[src/rtl/dp_pkg.sv]
// Shared types and constants for the micro-op sequencer datapath.
//   state_t : sequencer FSM states
//   uop_t   : 24-bit micro-op word layout
//   ALU_*   : opcode constants used by micro-programs
package dp_pkg;

  localparam int unsigned DEPTH  = 16;
  localparam int unsigned ADDR_W = 4;
  localparam int unsigned NREG   = 16;
  localparam int unsigned WORD_W = 24;
  localparam int unsigned OP_W   = 8;
  localparam int unsigned SEL_W  = 4;

  // Micro-op field offsets
  localparam int unsigned LAST_B   = 21;
  localparam int unsigned WEN_B    = 20;
  localparam int unsigned DEST_MSB = 19;
  localparam int unsigned DEST_LSB = 16;
  localparam int unsigned SRCA_MSB = 15;
  localparam int unsigned SRCA_LSB = 12;
  localparam int unsigned SRCB_MSB = 11;
  localparam int unsigned SRCB_LSB = 8;
  localparam int unsigned OP_MSB   = 7;
  localparam int unsigned OP_LSB   = 0;

  // ALU opcodes
  localparam logic [OP_W-1:0] ALU_NOP = 8'h00;
  localparam logic [OP_W-1:0] ALU_ADD = 8'h11;
  localparam logic [OP_W-1:0] ALU_SUB = 8'h12;
  localparam logic [OP_W-1:0] ALU_AND = 8'h21;
  localparam logic [OP_W-1:0] ALU_OR  = 8'h22;
  localparam logic [OP_W-1:0] ALU_XOR = 8'h23;
  localparam logic [OP_W-1:0] ALU_MOV = 8'h30;

  typedef enum logic [1:0] {
    IDLE  = 2'd0,
    FETCH = 2'd1,
    EXEC  = 2'd2,
    DONE  = 2'd3
  } state_t;

  typedef struct packed {
    logic [1:0]       rsvd;
    logic             last;
    logic             wen;
    logic [SEL_W-1:0] dest;
    logic [SEL_W-1:0] srca;
    logic [SEL_W-1:0] srcb;
    logic [OP_W-1:0]  aluop;
  } uop_t;

  // Split a raw RAM word into micro-op fields
  function automatic uop_t uop_decode(input logic [WORD_W-1:0] w);
    uop_t u;
    u.rsvd  = w[WORD_W-1:LAST_B+1];
    u.last  = w[LAST_B];
    u.wen   = w[WEN_B];
    u.dest  = w[DEST_MSB:DEST_LSB];
    u.srca  = w[SRCA_MSB:SRCA_LSB];
    u.srcb  = w[SRCB_MSB:SRCB_LSB];
    u.aluop = w[OP_MSB:OP_LSB];
    return u;
  endfunction

endpackage

[src/rtl/useq_ram.sv]
// Micro-op program store: simple dual-port RAM, one synchronous write port
// and one synchronous (registered) read port. Contents are not reset.
//   clock        : clock
//   we/waddr/wdata : write port
//   re/raddr     : read request; rdata updates on the edge where re is high
//   rdata        : registered read data (acts as the instruction register)
module useq_ram #(
  parameter int unsigned DEPTH  = 16,
  parameter int unsigned ADDR_W = 4,
  parameter int unsigned DATA_W = 24
) (
  input  logic              clock,
  input  logic              we,
  input  logic [ADDR_W-1:0] waddr,
  input  logic [DATA_W-1:0] wdata,
  input  logic              re,
  input  logic [ADDR_W-1:0] raddr,
  output logic [DATA_W-1:0] rdata
);

  logic [DATA_W-1:0] mem [DEPTH];

  // Write and registered read
  always_ff @(posedge clock) begin
    if (we) mem[waddr] <= wdata;
    if (re) rdata <= mem[raddr];
  end

endmodule

[src/rtl/datapath_microseq.sv]
// Programmable micro-op sequencer. The host loads a program into the RAM
// while idle and pulses start; each micro-op takes a FETCH and an EXEC
// cycle, and EXEC drives the regfile write enable, ALU opcode and read
// selects. done pulses once after the last op.
//   clock, Reset          : clock, synchronous active-high reset
//   prog_we/addr/data     : program load (IDLE only)
//   start, halt           : run from address 0 / abort run
//   reg_wen, alu_op,
//   rega_sel, regb_sel    : datapath controls, nonzero only in EXEC
//   pc                    : current micro-op address
//   busy, done            : running status, completion pulse
import dp_pkg::*;

module datapath_microseq (
  input  logic              clock,
  input  logic              Reset,
  input  logic              prog_we,
  input  logic [ADDR_W-1:0] prog_addr,
  input  logic [WORD_W-1:0] prog_data,
  input  logic              start,
  input  logic              halt,
  output logic [NREG-1:0]   reg_wen,
  output logic [OP_W-1:0]   alu_op,
  output logic [SEL_W-1:0]  rega_sel,
  output logic [SEL_W-1:0]  regb_sel,
  output logic [ADDR_W-1:0] pc,
  output logic              busy,
  output logic              done
);

  state_t            state;
  state_t            state_nxt;
  logic [WORD_W-1:0] ir_word;
  uop_t              ir;
  logic [1:0]        ir_rsvd_unused;
  logic              last_op;

  // Program RAM; its read register is the instruction register
  useq_ram #(
    .DEPTH  (DEPTH),
    .ADDR_W (ADDR_W),
    .DATA_W (WORD_W)
  ) u_ram (
    .clock (clock),
    .we    (prog_we && (state == IDLE)),
    .waddr (prog_addr),
    .wdata (prog_data),
    .re    (state == FETCH),
    .raddr (pc),
    .rdata (ir_word)
  );

  assign ir             = uop_decode(ir_word);
  assign ir_rsvd_unused = ir.rsvd;

  // Terminate on the last flag or at the top of RAM (no wrap-around)
  assign last_op = ir.last || (pc == ADDR_W'(DEPTH - 1));

  // State register
  always_ff @(posedge clock) begin
    if (Reset) state <= IDLE;
    else       state <= state_nxt;
  end

  // Program counter
  always_ff @(posedge clock) begin
    if (Reset) begin
      pc <= '0;
    end else begin
      case (state)
        IDLE:    if (start) pc <= '0;
        FETCH:   if (halt)  pc <= '0;
        EXEC: begin
          if (halt)          pc <= '0;
          else if (!last_op) pc <= pc + ADDR_W'(1);
        end
        default: pc <= pc;
      endcase
    end
  end

  // Next-state logic
  always_comb begin
    state_nxt = state;
    case (state)
      IDLE:  if (start) state_nxt = FETCH;
      FETCH: state_nxt = halt ? IDLE : EXEC;
      EXEC: begin
        if (halt)         state_nxt = IDLE;
        else if (last_op) state_nxt = DONE;
        else              state_nxt = FETCH;
      end
      DONE:    state_nxt = IDLE;
      default: state_nxt = IDLE;
    endcase
  end

  // Output decode from registered state and instruction register
  always_comb begin
    reg_wen  = '0;
    alu_op   = ALU_NOP;
    rega_sel = '0;
    regb_sel = '0;
    busy     = (state == FETCH) || (state == EXEC);
    done     = (state == DONE);
    if (state == EXEC) begin
      alu_op   = ir.aluop;
      rega_sel = ir.srca;
      regb_sel = ir.srcb;
      // A halted op must not commit its register write
      if (ir.wen && !halt) reg_wen = NREG'(1) << ir.dest;
    end
  end

endmodule

[config.mk]
export PLATFORM = sky130hd
export DESIGN_NAME = datapath_microseq
export DESIGN_NICKNAME = d
export VERILOG_FILES = /design/src/rtl/dp_pkg.sv /design/src/rtl/useq_ram.sv /design/src/rtl/datapath_microseq.sv
export SDC_FILE = /design/constraint.sdc
export NUM_CORES = 1
export LEC_CHECK = 0
export BUFFER_PORTS_ARGS = -buffer_cell sky130_fd_sc_hd__buf_4
export CAP_MARGIN = 25
export CORE_UTILIZATION = 57
export CTS_CLUSTER_DIAMETER = 50
export DETAILED_ROUTE_END_ITERATION = 6
export PLACE_DENSITY = 0.75
export SYNTH_ARGS = -nofsm -noshare
export SYNTH_HDL_FRONTEND = slang
export SYNTH_SLANG_ARGS = --single-unit
[constraint.sdc]
create_clock -name clock -period 4.1 [get_ports clock]
set_input_delay 1.23 -clock clock [delete_from_list [all_inputs] [get_ports clock]]
set_output_delay 1.23 -clock clock [all_outputs]
set_load 0.05 [all_outputs]
* Word level (Yosys, flattened, before mapping) *
Memories as Yosys holds them, arrays and structs flattened. A register that Yosys moved wholly into a read port is not among the register bits.
Index checks and enable logic that the tools add are counted.

word-level totals
  bits in registers = 6
  bits in latches = 0
  memory bits (writable) = 384
  ROM bits = 0
  output and inout port bits = 38
  logic and storage cells = 37
  memories = 1

operators by class
  add/subtract/negate cells = 1
  multiply operators = 0
  div/mod/pow operators = 0
  order comparisons = 0
  equal/unequal tests = 7
  shifts and indexed selects = 1
  muxes and demuxes = 17
  bitwise logic cells = 0
  reductions and logical operators = 8

memories
  name       depth  bits a word  read ports  clocked after Yosys merged registers in  write ports  line            source
  u_ram.mem  16     24           1           1                                        1            useq_ram.sv:21  logic [DATA_W-1:0] mem [DEPTH];

operators by type and width
  cell                                                                    number
  16-bit two-way mux                                                      2
  4-bit two-way mux                                                       6
  1-bit by 4-bit left shift with 16-bit output (first input constant)     1
  4-bit case mux with 3 select lines                                      1
  2-bit two-way mux                                                       4
  8-bit two-way mux                                                       1
  2-bit case mux with 4 select lines                                      1
  4-bit by 1-bit adder with 4-bit output (second input constant)          1
  2-bit equality test (second input constant)                             2
  4-bit equality test (second input constant)                             1
  2-bit != test (second input constant)                                   2
  4-bit AND reduction                                                     1
  3-bit != test (second input constant)                                   1
  3-bit nonzero test                                                      1
  2-bit by 1-bit equality test with 1-bit output (second input constant)  1
  1-bit logical AND                                                       2
  2-bit logical NOT                                                       1
  1-bit logical OR                                                        2
  1-bit two-way mux                                                       2
  1-bit logical NOT                                                       1

* Depth between registers and ports, before layout *
Gate-level depths: netlist of the first run.

  depth after elaboration = 5
  depth in mapped cells = 7
  mapped depth without buffers = 6

* Cells and area by module *
Synthesis of the first run repeated with hierarchy kept, for this count alone.

unflattened totals
  cells, all modules = 721
  area, all modules = 15791.4 um^2

by module, submodules not included
  module             times used  cells an instance  area an instance (um^2)  seq. area each (um^2)
  useq_ram           1           636                15170.8                  12251.8
  datapath_microseq  1           85                 620.6                    120.1

* Worst setup path after synthesis of the first run *
OpenSTA, ideal clock, no wires.

  kind = input port to output port
  start = input halt
  end = output reg_wen[8]
  arrival time = 2.758 ns
  setup slack = 0.112 ns
  cell stages on the path = 3
  cells stage by stage = nor2b_1 > nand4b_1 > nor3_1

on the way
  longest elaborated chain between the ends = 4

RTL lines
  element             line                      source
  start: declaration  datapath_microseq.sv:21   input logic halt,
  1-bit logical NOT   datapath_microseq.sv:111  if (ir.wen && !halt) reg_wen = NREG'(1) << ir.dest;
  1-bit logical AND   datapath_microseq.sv:111
  16-bit two-way mux  datapath_microseq.sv:111
  16-bit two-way mux  datapath_microseq.sv:106  if (state == EXEC) begin
  end: declaration    datapath_microseq.sv:22   output logic [NREG-1:0] reg_wen,

No other way between the ends.

* Worst setup path in the final report of the first run *
  start = register state[0]
  end = output reg_wen[10]

on the way
  longest elaborated chain between the ends = 2

RTL lines
  element                   line                      source
  start: declaration        datapath_microseq.sv:31   state_t state;
  start signal: assignment  datapath_microseq.sv:62   else state <= state_nxt;
  2-bit equality test       datapath_microseq.sv:106
  16-bit two-way mux        datapath_microseq.sv:106

No other way between the ends.

==> flow_metrics.py, run 1 <==
metrics = {
    "final_layout": {
        "regArea_sq_um": 11360,
        "syn_to_final_growth_pct": 14.13,
        "final_util_pct": 66.97,
        "num_antenna_cells": 0,
        "fillers": 1600,
        "drive_gt1_share_pct": 24.27,
        "fin_cells": 1224,
        "stdcell_area_sq_um": 17060,
        "layout.nets": 907,
        "multi_input_area_sq_um": 3358,
    },
    "synth": {
        "avgSynthCellArea_sq_um": 19.49,
        "syn_area_sq_um": 14950,
        "yosys_most_used_dff": "edfxtp_1",
        "yosys.area.top_type": "edfxtp_1",
        "synth_most_common_cell": "edfxtp_1",
        "synth_top_cell_area_share_pct": 75.14,
        "ys_top_cells_by_count": "edfxtp_1 (374), mux2i_1 (110), a22oi_1 (45)",
        "synth_edf_count": 374,
        "synth_seq_cells": 380,
        "postSynth.asyncResetShare_pct": 0,
        "yosys.cell_types.count": 38,
        "syn_inst": 767,
        "synth.area.top_cells": "edfxtp_1 (75%), mux2i_1 (7.4%), mux4_2 (6.6%)",
        "ys_warn_count": 0,
        "ys_seq_area_share_pct": 75.95,
        "syn-num-nets": 807,
    },
    "timing": {
        "hold_viol": 0,
        "period_needed_ns": 3.884,
        "rsz0062_at_grt": "no",
        "setup_viol": 0,
        "min_period_over_period_pct": 94.73,
        "max_freq_ghz": 0.2575,
        "worst_pin_slew_ns": 0.9942,
        "clock_skew_ns": 0.02125,
        "slew_headroom_pct": 33.72,
        "slew_viol_final": 0,
        "tns_ns": 0,
    },
    "clock_tree": {
        "root_buffer": "clkbuf_16",
        "cts_buffers": 39,
        "ctsResizeCount": 0,
        "clk_latency_ns": 0.52,
        "path_clk_slew_ns": 0.06,
        "clkSinkCount": 380,
        "cts_setup_buffers": 0,
        "clockBufferDepth": 3,
        "htreeDepth": 2,
        "holdBufCountCts": 0,
        "tritoncts": "yes",
    },
    "route": {
        "dr.pass1.iters": 5,
        "wire_per_inst_um": 26.25,
        "drc": 0,
        "routed_via_density": 6.276,
        "drt_iter0_markers": 712,
        "finalWirelength_mm": 32.13,
        "detail-route-antenna-nets": 0,
        "vias": 7682,
    },
    "critical_path": {
        "path_cells": "inv_1 > ha_1 > nor2b_1 > nand4_1 > nor3_1 > buf_4",
        "slowest_stage": "ha_1",
        "reg2reg_depth": 5,
        "cp.arrival_ns": 2.65,
        "critPathMaxStageDelay_ns": 0.51,
        "cp.required_ns": 2.87,
        "path_max_fanout": 8,
        "start_kind": "flop",
        "worstSetupPathType": "reg2out",
        "worstSetupEndpointType": "primary output",
    },
    "placed_design": {
        "io_buffers": 68,
        "dpl_cell_area_sq_um": 15880,
        "dp.cells": 1156,
        "gp_congestion": 0.8201,
        "post-dp-hpwl_mm": 17.53,
    },
    "global_route": {
        "grt_max_degree": 60,
        "grt_usage_pct": 24.74,
        "antenna_found_initial": 0,
        "grt_pass1_wl_mm": 47.59,
        "grt_overflow": 0,
        "grt_pass1_vias": 7937,
    },
    "pwr": {
        "leakage_nw": 5.249,
        "p_per_area_nw_per_um2": 457.8,
        "vdd_drop_max_mv": 0.3262,
        "power.total_mw": 7.808,
    },
    "die": {
        "initial_core_util_pct": 58.67,
        "core_area_sq_um": 25470,
        "placementRows": 58,
        "chipWidth_um": 163.9,
        "dieArea_sq_um": 26870,
        "io_pins": 71,
        "die_height_um": 163.9,
    },
    "worst_hold_path": {
        "hp-class": "reg2reg",
        "hold_path_depth": 2,
    },
    "outcome": {
        "status": "finished clean",
    },
    "flow_run": {
        "maxCapViolCount": 0,
    },
}
[final timing paths]
path / startpoint / end / slack [ns]
setup / recovery: state[0]$_SDFFE_PP0N_ / reg_wen[10] / 0.22
hold / removal: state[1]$_SDFFE_PP0N_ / state[1]$_SDFFE_PP0N_ / 0.62
setup reg to reg: pc[0]$_SDFFE_PP0P_ / u_ram.rdata[5]$_DFFE_PN_ / 1.41
hold reg to reg: state[1]$_SDFFE_PP0N_ / state[1]$_SDFFE_PP0N_ / 0.62
[per-layer routing]
layer  up-vias  track usage, %  routed length (um)
met5         -               0                   0
met4         0           8.502                 830
met3        70           4.545                2499
met2       396           40.68               15800
met1      3905           33.59               13000
li1       3311               -                   -
[sequential cells by signal, summed over array words and instances (netlist names)]
| signal | cells |
|---|---|
| u_ram.mem | 352 |
| pc | 4 |
| u_ram.rdata | 22 |
| state | 2 |
[kinds of logic (layout without fill, tap and decap cells)]
| logic type | Yosys count | in the layout | synth area share [%] |
|---|---|---|---|
| compound gates | 76 | 76 | 3.642 |
| simple gates | 109 | 109 | 3.893 |
| buf+inv | 41 | 168 | 1.934 |
| fa+ha+maj | 7 | 7 | 0.5860 |
| mux | 154 | 154 | 14.00 |
| flops | 380 | 380 | 75.95 |
[layout make-up]
cell class | count | share of cell area, %
clock buffer | 54 | 6.360
tap | 330 | 2.421
timing repair buffer | 97 | 4.342
multi-input combinational | 346 | 19.69
sequential | 380 | 66.59
inverter | 3 | 0.06602
clock inverter | 14 | 0.5355
[worst max-delay path, delay by kind of cell (launching register included)]
kind	cells	cell delay [ns]
and+or+nand+nor	3	0.91
adders and majority gates	1	0.51
buffers and inverters	2	0.37
DFF	1	0.34
[through the flow]
step / hold slack [ns] / setup WS, ns
finish: 0.6235 / 0.2160
floorplan: 0.5413 / 0.1120
global placement: 0.5689 / 0.4379
CTS: 0.6258 / 0.1966
global route: 0.6462 / 0.03766
detailed placement: 0.6125 / 0.4110
[power breakdown]
part / switching [mW] / total (mW) / internal (mW)
Combinational: 0.138 / 0.194 / 0.0558
Sequential: 0.0180 / 4.34 / 4.33
Clock: 1.37 / 3.27 / 1.91
Total: 1.52 / 7.81 / 6.29
[layout by cell type (no fill, tap or decap), drive strengths merged]
cell	count
edfxtp	374
mux2i	110
buf	97
clkbuf	54
a22oi	45
mux4	44
nor2	30
nand3	24
o21ai	22
and2	17
clkinv	12
nand2b	10
nor3	10
nand2	7
ha	7
dfxtp	6
inv	3
nor2b	3
nand4	2
nand4b	2
o22ai	2
or4b	1
and2b	1
or3	1
a211oi	1
a311oi	1
nor4	1
o311a	1
o21a	1
a21oi	1
a21boi	1
o32ai	1
clkinvlp	1
bufinv	1
No activity file was read; power rests on OpenSTA's default activity.
==> run 2: changes to the inputs <==
BUFFER_PORTS_ARGS = -buffer_cell sky130_fd_sc_hd__buf_2   (was -buffer_cell sky130_fd_sc_hd__buf_4)
==> flow_metrics.py, run 2 (synthesized netlist as in run 1, its figures left out) <==
metrics = {
    "pwr": {
        "power.total_mw": 7.824,
        "p_per_area_nw_per_um2": 462.2,
        "leakage_nw": 5.252,
        "vdd_drop_max_mv": 0.3327,
    },
    "critical_path": {
        "reg2reg_depth": 5,
        "worstSetupPathType": "reg2out",
        "cp.required_ns": 2.87,
        "worstSetupEndpointType": "primary output",
        "slowest_stage": "nor2b_1",
        "path_max_fanout": 10,
        "critPathMaxStageDelay_ns": 0.43,
        "start_kind": "flop",
        "crit_buf_inv": 2,
        "worstSetupPathDepth": 6,
        "r2r_slack_ns": 1.29,
        "cp_top_family": "simple AND/OR/NAND/NOR gates",
        "path_cells": "inv_1 > ha_2 > nor2b_1 > nand4_1 > nor3_1 > buf_2",
        "cp.arrival_ns": 2.58,
    },
    "timing": {
        "slew_headroom_pct": 34.92,
        "fin_hold_ws_ns": 0.6255,
        "hold_viol": 0,
        "slew_viol_final": 0,
        "rsz0062_at_grt": "no",
        "final.setup.worst_slack_ns": 0.2876,
        "period_needed_ns": 3.812,
        "tns_ns": 0,
        "min_period_over_period_pct": 92.99,
        "worst_pin_slew_ns": 0.9762,
        "clock_skew_ns": 0.01176,
        "setup_viol": 0,
        "max_freq_ghz": 0.2623,
    },
    "global_route": {
        "grt_pass1_wl_mm": 46.94,
        "grt_usage_pct": 24.35,
        "grt_overflow": 0,
        "antenna_found_initial": 1,
        "grt_max_degree": 65,
        "grt_pass1_vias": 7866,
    },
    "final_layout": {
        "fillers": 1620,
        "syn_to_final_growth_pct": 13.25,
        "layout.nets": 908,
        "multi_input_area_sq_um": 3361,
        "max_flop_register": "u_ram.mem",
        "largest_reg_flops": 352,
        "drive_gt1_share_pct": 24.92,
        "final_cell_mix": "edfxtp_1 (374), mux2i_1 (110), buf_2 (68)",
        "top_regs": "u_ram.mem: 352 flops, u_ram.rdata: 22 flops, pc: 4 flops",
        "regArea_sq_um": 11360,
        "fin_cells": 1226,
        "final_common_cell": "edfxtp_1",
    },
    "clock_tree": {
        "path_clk_slew_ns": 0.06,
        "clk_latency_ns": 0.51,
        "clockBufferDepth": 3,
        "htreeDepth": 2,
        "root_buffer": "clkbuf_16",
        "clkSinkCount": 380,
        "cts_buffers": 38,
        "tritoncts": "yes",
    },
    "die": {
        "io_pins": 71,
        "initial_core_util_pct": 58.67,
        "die_height_um": 163.9,
        "dieArea_sq_um": 26870,
        "core_area_sq_um": 25470,
        "chipWidth_um": 163.9,
        "placementRows": 58,
    },
    "route": {
        "vias": 7685,
        "routed_via_density": 6.268,
        "dr.pass1.iters": 5,
        "detail-route-antenna-nets": 0,
        "finalWirelength_mm": 31.50,
        "drt_iter0_markers": 700,
        "wire_per_inst_um": 25.70,
        "drc": 0,
    },
    "placed_design": {
        "place_ws_ns": 0.3353,
        "dp.cells": 1158,
        "io_buffers": 68,
        "gp_congestion": 0.7436,
        "post-dp-hpwl_mm": 17.27,
    },
    "worst_hold_path": {
        "hold_path_depth": 2,
        "hp-class": "reg2reg",
    },
    "outcome": {
        "status": "finished clean",
    },
    "flow_run": {
        "maxCapViolCount": 0,
    },
}
==> run 2: cell count changes in the layout (fill, tap and decap cells not counted), moves of 2 or more <==
cell,change
buf_4,-66
buf_2,+68
clkinv_1,-6
clkbuf_8,+2
clkbuf_1,+2
==> run 2: layer usage <==
metal  vias up  share of wire (%)  global-route usage (%)
li1       3311                  -                       -
met1      3971                 41                   33.92
met2       325                 48                   38.93
met3        78                7.1                   3.864
met4         0                3.2                   9.722
met5         -                  0                       0
==> run 2: area by class of cell <==
cell class / instances / area share (%)
Antenna cell: 1 / 0.01478
Clock buffer: 58 / 6.616
Inverter: 3 / 0.06653
Timing Repair Buffer: 99 / 3.460
Sequential cell: 380 / 67.11
Tap cell: 330 / 2.439
Multi-Input combinational cell: 346 / 19.86
Clock inverter: 9 / 0.4435
==> run 2: timing repair <==
item                       in CTS  in global routing
setup buffers                   0                  0
gates resized for setup         0                  1
setup endpoints to repair       0                  3
hold buffers                    0                  0
==> run 2: report_power, final <==
group          switching [mW]  internal [mW]
Sequential             0.0187           4.33
Combinational           0.138         0.0454
Clock                    1.35           1.95
==> run 2: worst min-delay path, cell delays in order (launching register included) <==
cell	delay, ns
dfxtp_1	0.34
inv_1	0.14
a211oi_1	0.09
==> run 2: path summary, 6_finish.rpt <==
check	from	endpoint
setup reg to reg	pc[0]$_SDFFE_PP0P_	u_ram.rdata[5]$_DFFE_PN_
setup / recovery	state[0]$_SDFFE_PP0N_	reg_wen[10]
hold / removal	state[0]$_SDFFE_PP0N_	state[0]$_SDFFE_PP0N_
hold reg to reg	state[0]$_SDFFE_PP0N_	state[0]$_SDFFE_PP0N_
==> run 2: per-stage QoR <==
stage,area (sq um),util (%)
floorplan,14950,-
global placement,15730,61.74
detailed placement,15730,61.74
CTS,16920,66.43
global route,16920,66.44
finish,16930,66.45
==> run 3: changes to the inputs <==
ABC_AREA = 1   (was not set)
==> flow_metrics.py, run 3 <==
metrics = {
    "global_route": {
        "met3_usage_pct": 4.514,
        "met1_usage_pct": 35.27,
        "grt_pass1_wl_mm": 54.62,
        "top_usage_layer": "met2",
        "use_met2_pct": 41.92,
        "grt_usage_pct": 25.68,
        "antenna_found_initial": 0,
        "grt_max_degree": 243,
        "grt_pass1_vias": 9627,
        "grt_overflow": 0,
    },
    "critical_path": {
        "critPathMaxStageDelay_ns": 0.34,
        "worstSetupEndpointType": "primary output",
        "cp.arrival_ns": 2.31,
        "crit_buf_inv": 4,
        "slowest_stage": "dfxtp_1",
        "cp.required_ns": 2.87,
        "r2r_start": "state[0]$_SDFFE_PP0N_",
        "path_max_fanout": 17,
        "worstSetupPathType": "reg2out",
        "r2r_slack_ns": 1.65,
        "r2r-end": "u_ram.mem[7][1]$_DFFE_PP_",
        "reg2reg_depth": 7,
        "start_kind": "flop",
        "cp_top_family": "buffers and inverters",
        "path_cells": "inv_1 > ha_1 > buf_4 > nand2_1 > inv_2 > nand3b_1 > nor2_1 > buf_2",
    },
    "timing": {
        "worst_pin_slew_ns": 1.212,
        "tns_ns": 0,
        "final.setup.worst_slack_ns": 0.5562,
        "hold_viol": 0,
        "rsz0062_at_grt": "no",
        "slew_headroom_pct": 19.19,
        "min_period_over_period_pct": 86.43,
        "setup_viol": 0,
        "slew_viol_final": 0,
        "clock_skew_ns": 0.01457,
        "max_freq_ghz": 0.2822,
        "period_needed_ns": 3.544,
    },
    "final_layout": {
        "final_common_cell": "edfxtp_1",
        "fillers": 1882,
        "syn_to_final_growth_pct": 13.29,
        "layout.nets": 1396,
        "largest_reg_flops": 352,
        "num_antenna_cells": 0,
        "max_flop_register": "u_ram.mem",
        "drive_gt1_share_pct": 14.87,
        "final_util_pct": 65.76,
        "final_cell_mix": "edfxtp_1 (374), nor2_1 (226), nand3_1 (146)",
        "top_regs": "u_ram.mem: 352 flops, u_ram.rdata: 22 flops, pc: 4 flops",
    },
    "pwr": {
        "power.total_mw": 8.714,
        "vdd_drop_max_mv": 0.5826,
        "p_per_area_nw_per_um2": 491.7,
        "leakage_nw": 6.422,
    },
    "synth": {
        "syn_area_sq_um": 15640,
        "muxShareOfSynthArea_pct": 0,
        "syn_inst": 1283,
        "yosys_most_used_dff": "edfxtp_1",
        "synth_compound_area_share_pct": 6.974,
        "postSynth.asyncResetShare_pct": 0,
        "synth_xor_area_share_pct": 0,
        "avgSynthCellArea_sq_um": 12.19,
        "synth_most_common_cell": "edfxtp_1",
        "ys_warn_count": 0,
        "synth_seq_cells": 380,
        "synth-adder-area-share_pct": 0.5599,
        "synth_edf_count": 374,
        "yosys.area.top_type": "edfxtp_1",
        "syn-num-nets": 1323,
        "synth_top_cell_area_share_pct": 71.79,
        "synth.area.top_cells": "edfxtp_1 (72%), nor2_1 (5.8%), nand3_1 (4.7%)",
        "ys_top_cells_by_count": "edfxtp_1 (374), nor2_1 (242), nand3_1 (146)",
        "synth_top_family_by_area": "simple AND/OR/NAND/NOR gates",
        "synthSimpleGateAreaFrac_pct": 14.41,
        "yosys.cell_types.count": 25,
        "ys_seq_area_share_pct": 72.56,
    },
    "route": {
        "drc": 0,
        "dr.pass1.iters": 5,
        "routed_via_density": 5.757,
        "detail-route-antenna-nets": 0,
        "finalWirelength_mm": 35.50,
        "drt_iter0_markers": 1197,
        "vias": 9937,
        "wire_per_inst_um": 20.57,
    },
    "clock_tree": {
        "path_clk_slew_ns": 0.06,
        "clk_latency_ns": 0.52,
        "htreeDepth": 2,
        "root_buffer": "clkbuf_16",
        "tritoncts": "yes",
        "clkSinkCount": 380,
        "clockBufferDepth": 3,
        "cts_buffers": 39,
        "cts_setup_buffers": 0,
        "ctsResizeCount": 0,
        "holdBufCountCts": 0,
    },
    "die": {
        "initial_core_util_pct": 58.05,
        "placementRows": 60,
        "core_area_sq_um": 26950,
        "chipWidth_um": 167.7,
        "dieArea_sq_um": 28110,
        "die_height_um": 167.7,
        "io_pins": 71,
    },
    "worst_hold_path": {
        "min_from": "state[1]$_SDFFE_PP0N_",
        "worst_hold_path.endpoint": "state[1]$_SDFFE_PP0N_",
        "hp-class": "reg2reg",
        "hold_path_depth": 2,
    },
    "placed_design": {
        "gp_congestion": 0.7811,
        "post-dp-hpwl_mm": 20.17,
        "io_buffers": 68,
        "place_ws_ns": 0.5466,
    },
    "flow_run": {
        "maxCapViolCount": 0,
    },
    "outcome": {
        "status": "finished clean",
    },
}
## run 3: changes by cell type after synthesis, sizes merged, moves of 65 or more
| cell | previous run | this run |
|---|---|---|
| inv | 3 | 102 |
| nor2 | 30 | 261 |
| mux2i | 110 | 0 |
| nand2 | 7 | 127 |
| nand3 | 24 | 146 |
| o211ai | 0 | 65 |
| o21ai | 22 | 112 |
## run 3: worst max-delay path by stage
stage                                      from          end  slack (ns)  cells past startpoint
final                     state[0]$_SDFFE_PP0N_   reg_wen[2]        0.56                      8
after detailed placement                   halt  reg_wen[12]        0.55                      7
after global placement                     halt  reg_wen[15]        0.59                      7
after global routing      state[0]$_SDFFE_PP0N_  reg_wen[15]        0.34                      8
after CTS                 state[0]$_SDFFE_PP0N_  reg_wen[12]        0.53                      8
after floorplan                            halt   reg_wen[0]        0.53                      5
## run 3: kinds of logic after synthesis
| logic type | count (synthesis) |
|---|---|
| simple gates | 537 |
| flops | 380 |
| compound gates | 184 |
| buf+inv | 175 |
| fa+ha+maj | 7 |
## run 3: cell type report
cell class              count  area, sq um  area share (%)
flip-flops and latches    380        11360           64.07
inverters                 102        387.9           2.188
repair buffers            105        770.7           4.349
well taps                 341        426.7           2.407
multi-input cells         728         3473           19.60
clock inverters            25        267.8           1.511
clock buffers              45         1041           5.874
## run 3: worst register-to-register path, stage by stage, from the launching register on
cell and delay (ns):
dfxtp_1 0.34, inv_1 0.14, ha_1 0.18, nand2_1 0.12, inv_1 0.14, nand3_1 0.22
nor2_2 0.56, buf_4 0.41
## run 3: routing by layer
layer / vias to the layer above / part of all wire (%)
met5: - / 0
met4: 0 / 2.1
met3: 56 / 7.4
met2: 419 / 49
met1: 4809 / 42
li1: 4653 / -
## run 3: power by group
part | leakage, nW | total, mW | internal [mW] | switching (mW)
registers | 3.43 | 4.39 | 4.36 | 0.0288
clock network | 0.635 | 3.59 | 2.14 | 1.45
logic | 2.35 | 0.738 | 0.210 | 0.528
total | 6.42 | 8.71 | 6.71 | 2.00
## run 3: through the flow
| step | hold WS (ns) | instance area (sq um) | cells |
|---|---|---|---|
| final | 0.5386 | 17720 | 1726 |
| after global routing | 0.5691 | 17720 | 1726 |
| after CTS | 0.5424 | 17680 | 1724 |
| after detailed placement | 0.5345 | 16370 | 1654 |
| after global placement | 0.5074 | 16340 | 1653 |
| after floorplan | 0.4854 | 15640 | 1283 |
